--- src/rtl/alu_execute_controller.sv ---
`default_nettype none
// ============================================================================
// Module   : alu_execute_controller
// Purpose  : Sequences one ALU instruction at a time. It reads two operands
//            from an 8 x 16-bit register file and presents them to an external
//            registered ALU. It then writes the ALU result and six status flags
//            back into the register file and the flag register.
//            Each instruction takes three cycles: ISSUE, WRITE, then the done
//            cycle, which is back in IDLE.
// Ports    : clk, reset (sync, active-high)
//            instr_valid/instr_ready/instr : instruction handshake
//            ld_en/ld_addr/ld_data        : register preload (IDLE only)
//            dbg_addr/dbg_data            : combinational register read
//            alu_*  (out)                 : registered operands/controls to ALU
//            alu_*  (in)                  : ALU result and status
//            flags                        : {gt, eq, parity, zero, sign, carry}
//            done                         : one-cycle completion pulse
// Revision : 1.0 - initial release
// ============================================================================
module alu_execute_controller #(
  parameter int NREGS = 8  // register file depth; addressing is fixed at 3 bits
) (
  input  logic        clk,
  input  logic        reset,
  input  logic        instr_valid,
  output logic        instr_ready,
  input  logic [15:0] instr,
  input  logic        ld_en,
  input  logic [2:0]  ld_addr,
  input  logic [15:0] ld_data,
  input  logic [2:0]  dbg_addr,
  output logic [15:0] dbg_data,
  output logic        alu_enable,
  output logic [15:0] alu_in1,
  output logic [15:0] alu_in2,
  output logic        alu_carry_in,
  output logic        alu_mode,
  output logic [3:0]  alu_func,
  input  logic [15:0] alu_result,
  input  logic        alu_carry_out,
  input  logic        alu_sign,
  input  logic        alu_zero,
  input  logic        alu_parity,
  input  logic        alu_equal,
  input  logic        alu_greater_than,
  output logic [5:0]  flags,
  output logic        done
);

  typedef enum logic [1:0] {
    IDLE  = 2'd0,
    ISSUE = 2'd1,
    WRITE = 2'd2
  } state_t;

  state_t      state;
  logic [15:0] regs [NREGS];
  logic [2:0]  rd;

  // Instruction fields
  logic        f_mode;
  logic [3:0]  f_func;
  logic [2:0]  f_rd;
  logic [2:0]  f_rs1;
  logic [2:0]  f_rs2;
  logic        f_use_carry;
  logic        unused_reserved;

  assign f_mode          = instr[15];
  assign f_func          = instr[14:11];
  assign f_rd            = instr[10:8];
  assign f_rs1           = instr[7:5];
  assign f_rs2           = instr[4:2];
  assign f_use_carry     = instr[1];
  assign unused_reserved = instr[0];

  // A preload takes the IDLE slot, so the instruction waits one cycle.
  assign instr_ready = (state == IDLE) && !ld_en;
  assign dbg_data    = regs[dbg_addr];

  always_ff @(posedge clk) begin
    if (reset) begin
      state        <= IDLE;
      for (int i = 0; i < NREGS; i++) regs[i] <= 16'h0000;
      flags        <= 6'd0;
      done         <= 1'b0;
      alu_enable   <= 1'b0;
      alu_in1      <= 16'h0000;
      alu_in2      <= 16'h0000;
      alu_carry_in <= 1'b0;
      alu_mode     <= 1'b0;
      alu_func     <= 4'd0;
      rd           <= 3'd0;
    end else begin
      done <= 1'b0;
      case (state)
        IDLE: begin
          if (ld_en) begin
            regs[ld_addr] <= ld_data;
          end else if (instr_valid) begin
            // Operands come from the register state before this edge, so
            // rd may alias rs1/rs2 without hazard.
            alu_in1      <= regs[f_rs1];
            alu_in2      <= regs[f_rs2];
            alu_mode     <= f_mode;
            alu_func     <= f_func;
            alu_carry_in <= f_use_carry & flags[0];
            rd           <= f_rd;
            alu_enable   <= 1'b1;
            state        <= ISSUE;
          end
        end
        ISSUE: begin
          // The ALU captures its inputs at the end of this cycle.
          alu_enable <= 1'b0;
          state      <= WRITE;
        end
        WRITE: begin
          regs[rd] <= alu_result;
          flags    <= {alu_greater_than, alu_equal, alu_parity,
                       alu_zero, alu_sign, alu_carry_out};
          done     <= 1'b1;
          state    <= IDLE;
        end
        default: begin
          state      <= IDLE;
          alu_enable <= 1'b0;
        end
      endcase
    end
  end

endmodule
`default_nettype wire

--- config.mk ---
export PLATFORM = sky130hd
export DESIGN_NAME = alu_execute_controller
export DESIGN_NICKNAME = d
export VERILOG_FILES = /design/src/rtl/alu_execute_controller.sv
export SDC_FILE = /design/constraint.sdc
export NUM_CORES = 1
export LEC_CHECK = 0
export ABC_AREA = 0
export CELL_PAD_IN_SITES_DETAIL_PLACEMENT = 2
export CELL_PAD_IN_SITES_GLOBAL_PLACEMENT = 2
export CORE_UTILIZATION = 38
export CTS_BUF_LIST = sky130_fd_sc_hd__clkbuf_8
export CTS_CLUSTER_DIAMETER = 80
export CTS_CLUSTER_SIZE = 30
export DETAILED_ROUTE_END_ITERATION = 8
export PLACE_DENSITY_LB_ADDON = 0.1
export SYNTH_ARGS = -nofsm -noshare
export SYNTH_HDL_FRONTEND = slang
export SYNTH_SLANG_ARGS = --single-unit
--- constraint.sdc ---
create_clock -name clk -period 3.6 [get_ports clk]
set_clock_uncertainty 0.2 [all_clocks]
set_input_delay 0.54 -clock clk [delete_from_list [all_inputs] [get_ports clk]]
set_output_delay 0.54 -clock clk [all_outputs]
set_load 0.03 [all_outputs]
==> summary by stage <==
Floorplanning
127 I/O pins were placed. The y dimension of the die is roughly 160 µm. The area of the core is approximately 24000 µm².

The die covers 25730 µm². The floorplan row count is between 50 and 60. Once the floorplan was initialized, standard cells occupied 38.97% of the core. In this run the horizontal extent of the chip is approximately 160 µm.

Final layout
Cells fill 47.19% of the core in the end. The number of fill cells is between 2k and 2.5k. The library cell used most frequently in the layout, excluding fill and tap cells, is sky130_fd_sc_hd__nor2_1.

The net count of the finished layout is 1003. From synthesis to final layout, the design area changed by 21.08%. The number of diodes is 0. The ratio of cells with drive above 1 in the final layout is ~16%.

Leaving out fill and tap cells, the most frequent cells in the layout are sky130_fd_sc_hd__nor2_1 (168), sky130_fd_sc_hd__mux2i_1 (150), sky130_fd_sc_hd__edfxtp_1 (128). The count of cells in the finished layout, fillers not included, comes to 1276.

GRT
The via count of the first global-routing pass is around 8.3k. The maximum number of pins on one net before global-route repair is 60. The total global routing track utilization is 27.83%.

The total overflow left after global routing is 0. The number of antenna violations at the first check in global routing is 1. The global-route wire length before repair is between 50000 and 60000 µm.

Yosys
In the post-synthesis netlist, the biggest area contributors are sky130_fd_sc_hd__edfxtp_1 (40%), sky130_fd_sc_hd__mux2i_1 (16%), sky130_fd_sc_hd__dfxtp_1 (11%), sky130_fd_sc_hd__mux4_2 (7.6%), sky130_fd_sc_hd__nor2_1 (6.7%). The synthesized design contains 179 register bits. The register area share after synthesis is 51.02%. The count of unique library cells instantiated by Yosys is 28. After synthesis, the largest area contributor takes up 40.31% of total cell area.

The per-instance average area after synthesis is 11.56 µm². After technology mapping, the gate count stands at 825. The synthesized design spends more area on one cell type than any other, namely sky130_fd_sc_hd__edfxtp_1. The synthesized netlist net count is a little under 900.

The number of warning messages in the yosys log is 0. The synthesized cell area is 9534 µm².

Clock network
The buffers inserted during post-CTS setup optimization is 0. The source-to-sink clock delay at the later pin of the worst-skew pair is roughly 0.47 ns. The number of buffers inserted for hold repair after clock tree synthesis is 0.

Buffers inserted during clock tree synthesis total 17. The deepest level of the CTS H-tree is 4. The clock root buffer is sky130_fd_sc_hd__clkbuf_8.

The total of cells resized after clock tree synthesis is 0. The number of sinks driven by the clock tree is 179. After clock tree synthesis, the clock-pin slew on the worst setup and hold paths is around 0.10 ns. The maximum root-to-sink buffer count is 2. TritonCTS built the clock tree.

Critical path
The number of buffers and inverters on the critical path is 3. In this run the worst path has a maximum fanout of 13. The critical path goes through buf_2 > buf_12 > mux4_2 > mux2_2 > buf_4. The critical path launch point type is an input port.

The slowest stage of the critical path is the sky130_fd_sc_hd__mux4_2 cell. STA classifies the critical path endpoint as a primary output. The kind of cell with the highest combined delay on the critical path is buffers and inverters. The largest single stage delay on the critical path is 0.54 ns. STA puts the critical path data required time at 2.86 ns. The critical path data arrival time is 2.23 ns. The critical path class is input port to primary output.

Power
The portion of total power attributed to the clock network is 28.3%. The register share of total power is just over 50%. The net switching component of the power is 1.444 mW. The analysis attributes to cell leakage a power of between 4 and 5 nW. The switching power share of the total is a little under a third. The design draws approximately 4.6 mW.

IR analysis of the VDD net gives a maximum drop of approximately 220 µV. Combinational logic is responsible for around a fifth of the overall power. The internal portion of the total power is 3.195 mW. The total power per unit cell area is between 400 and 500 nW/µm².

Route
The number of DRC markers in iteration 0 is around 450. The number of iterations in the first detailed-routing pass is 5. The post-detailed-route DRC marker count is 0. The count of nets left with antenna violations after detail routing is 0. In the routed layout, each cell is associated on average with a via count of 5.953. The wire length reported by the detailed router is 35150 µm. After detailed routing, the average wire length per cell comes to approximately 28 µm. The final route contains 7596 vias.

Outcome
The flow ran to the end, and the final reports show no timing, DRC or antenna violations.

Place
The HPWL after detailed placement is about 23000 µm. The number of port buffers is 125. The routability congestion estimate from global placement is 0.7702. The number of cells in the design after placement is 1244.

Timing
Of the available clock period, the critical path in the final layout requires 82.56%. Counting I/O delays and the setup requirement, the final critical path takes just under 3 ns. The slew of the pin with the lowest slew margin is between 0.8 and 0.9 ns.

The maximum clock frequency is 336.5 MHz. The final total negative setup slack is 0 ns. The count of final max-slew check failures came to 0. Setup repair after global routing left no endpoint under its margin. The count of endpoints failing hold in the final timing report is 0. Measured against its own limit, the worst slew margin works out to 45.39%. The final-report setup violation count is 0.

Worst hold path
In this run the worst hold path is classified as flip-flop to flip-flop.

Flow run
Across the run, the number of max-cap violations was 0.
==> worst reg2reg max path, cell delays in order (launching register included) <==
cell and delay, ns:
sky130_fd_sc_hd__dfxtp_1 0.46, sky130_fd_sc_hd__or3b_1 0.44, sky130_fd_sc_hd__buf_4 0.24, sky130_fd_sc_hd__mux2_2 0.34
sky130_fd_sc_hd__nand3_1 0.12, sky130_fd_sc_hd__nand2b_1 0.12, sky130_fd_sc_hd__buf_4 0.35
==> layer usage <==
metal	global-route usage (%)	routed length, µm	part of all wire [%]	vias to the layer above
met3	5.165	2232	6.4	69
met5	0	11	0.031	-
li1	-	-	-	3286
met2	46.20	16960	48	315
met4	10.87	1029	2.9	2
met1	35.93	14920	42	3924
==> cell families (layout without fill, tap and decap cells) <==
group,after synthesis,in the layout,synth area share (%)
simple gates,264,264,12.03
mux,202,202,25.91
flops,179,179,51.02
compound gates,112,112,7.769
buf+inv,68,195,3.268
==> layout make-up <==
cell class | instances | area, µm² | area share, %
tap | 324 | 405.4 | 3.512
inverter | 1 | 3.754 | 0.03252
multi-input combinational | 578 | 4365 | 37.82
sequential | 179 | 4865 | 42.14
clock inverter | 15 | 121.4 | 1.051
timing repair buffer | 162 | 1549 | 13.42
clock buffer | 17 | 234.0 | 2.027
==> power by group through the flow <==
| stage | sequential, mW | clock, mW | combinational [mW] |
|---|---|---|---|
| after CTS | 2.39 | 1.33 | 0.934 |
| after global placement | 2.42 | 0 | 0.897 |
| final | 2.39 | 1.31 | 0.933 |
| after detailed placement | 2.44 | 0 | 0.928 |
| after global routing | 2.40 | 1.41 | 0.979 |
| after floorplan | 2.47 | 0 | 0.479 |
==> state kept, by name, summed over array words and instances (netlist names) <==
signal,count
alu_in1,16
flags,6
alu_func,4
alu_in2,16
alu_mode,1
alu_enable,1
done,1
rd,3
regs,128
alu_carry_in,1
state,2
==> synth_stat cells (all sizes together) <==
cell / n
nand2b: 22
and2: 3
edfxtp: 128
nand3b: 1
nor2b: 4
nor3b: 1
dfxtp: 51
mux2: 18
nand2: 23
buf: 30
a31o: 4
a22oi: 64
clkbuf: 37
nor3: 33
inv: 1
or3b: 2
mux2i: 152
mux4: 32
nand3: 5
nor2: 169
a21oi: 42
a211oi: 2
or2b: 1
==> through the flow <==
step                      setup WS (ns)  hold WS, ns  instance area (µm²)
after floorplan                  0.8346       0.2461                 9534
after global placement           0.6029       0.2450                11190
after detailed placement         0.5839       0.2620                11190
after CTS                        0.5841       0.2784                11540
after global routing             0.5346       0.2898                11540
final                            0.6279       0.2731                11540
==> final timing paths <==
| kind | start | endpoint | slack, ns | cells after the start |
|---|---|---|---|---|
| max | dbg_addr[0] | dbg_data[15] | 0.63 | 5 |
| min | alu_func[0] | alu_func[0] | 0.27 | 2 |
| max reg2reg | state[1] | regs[7][13] | 0.99 | 6 |
| min reg2reg | alu_func[0] | alu_func[0] | 0.27 | 2 |
(Power assumes the default switching activity.)
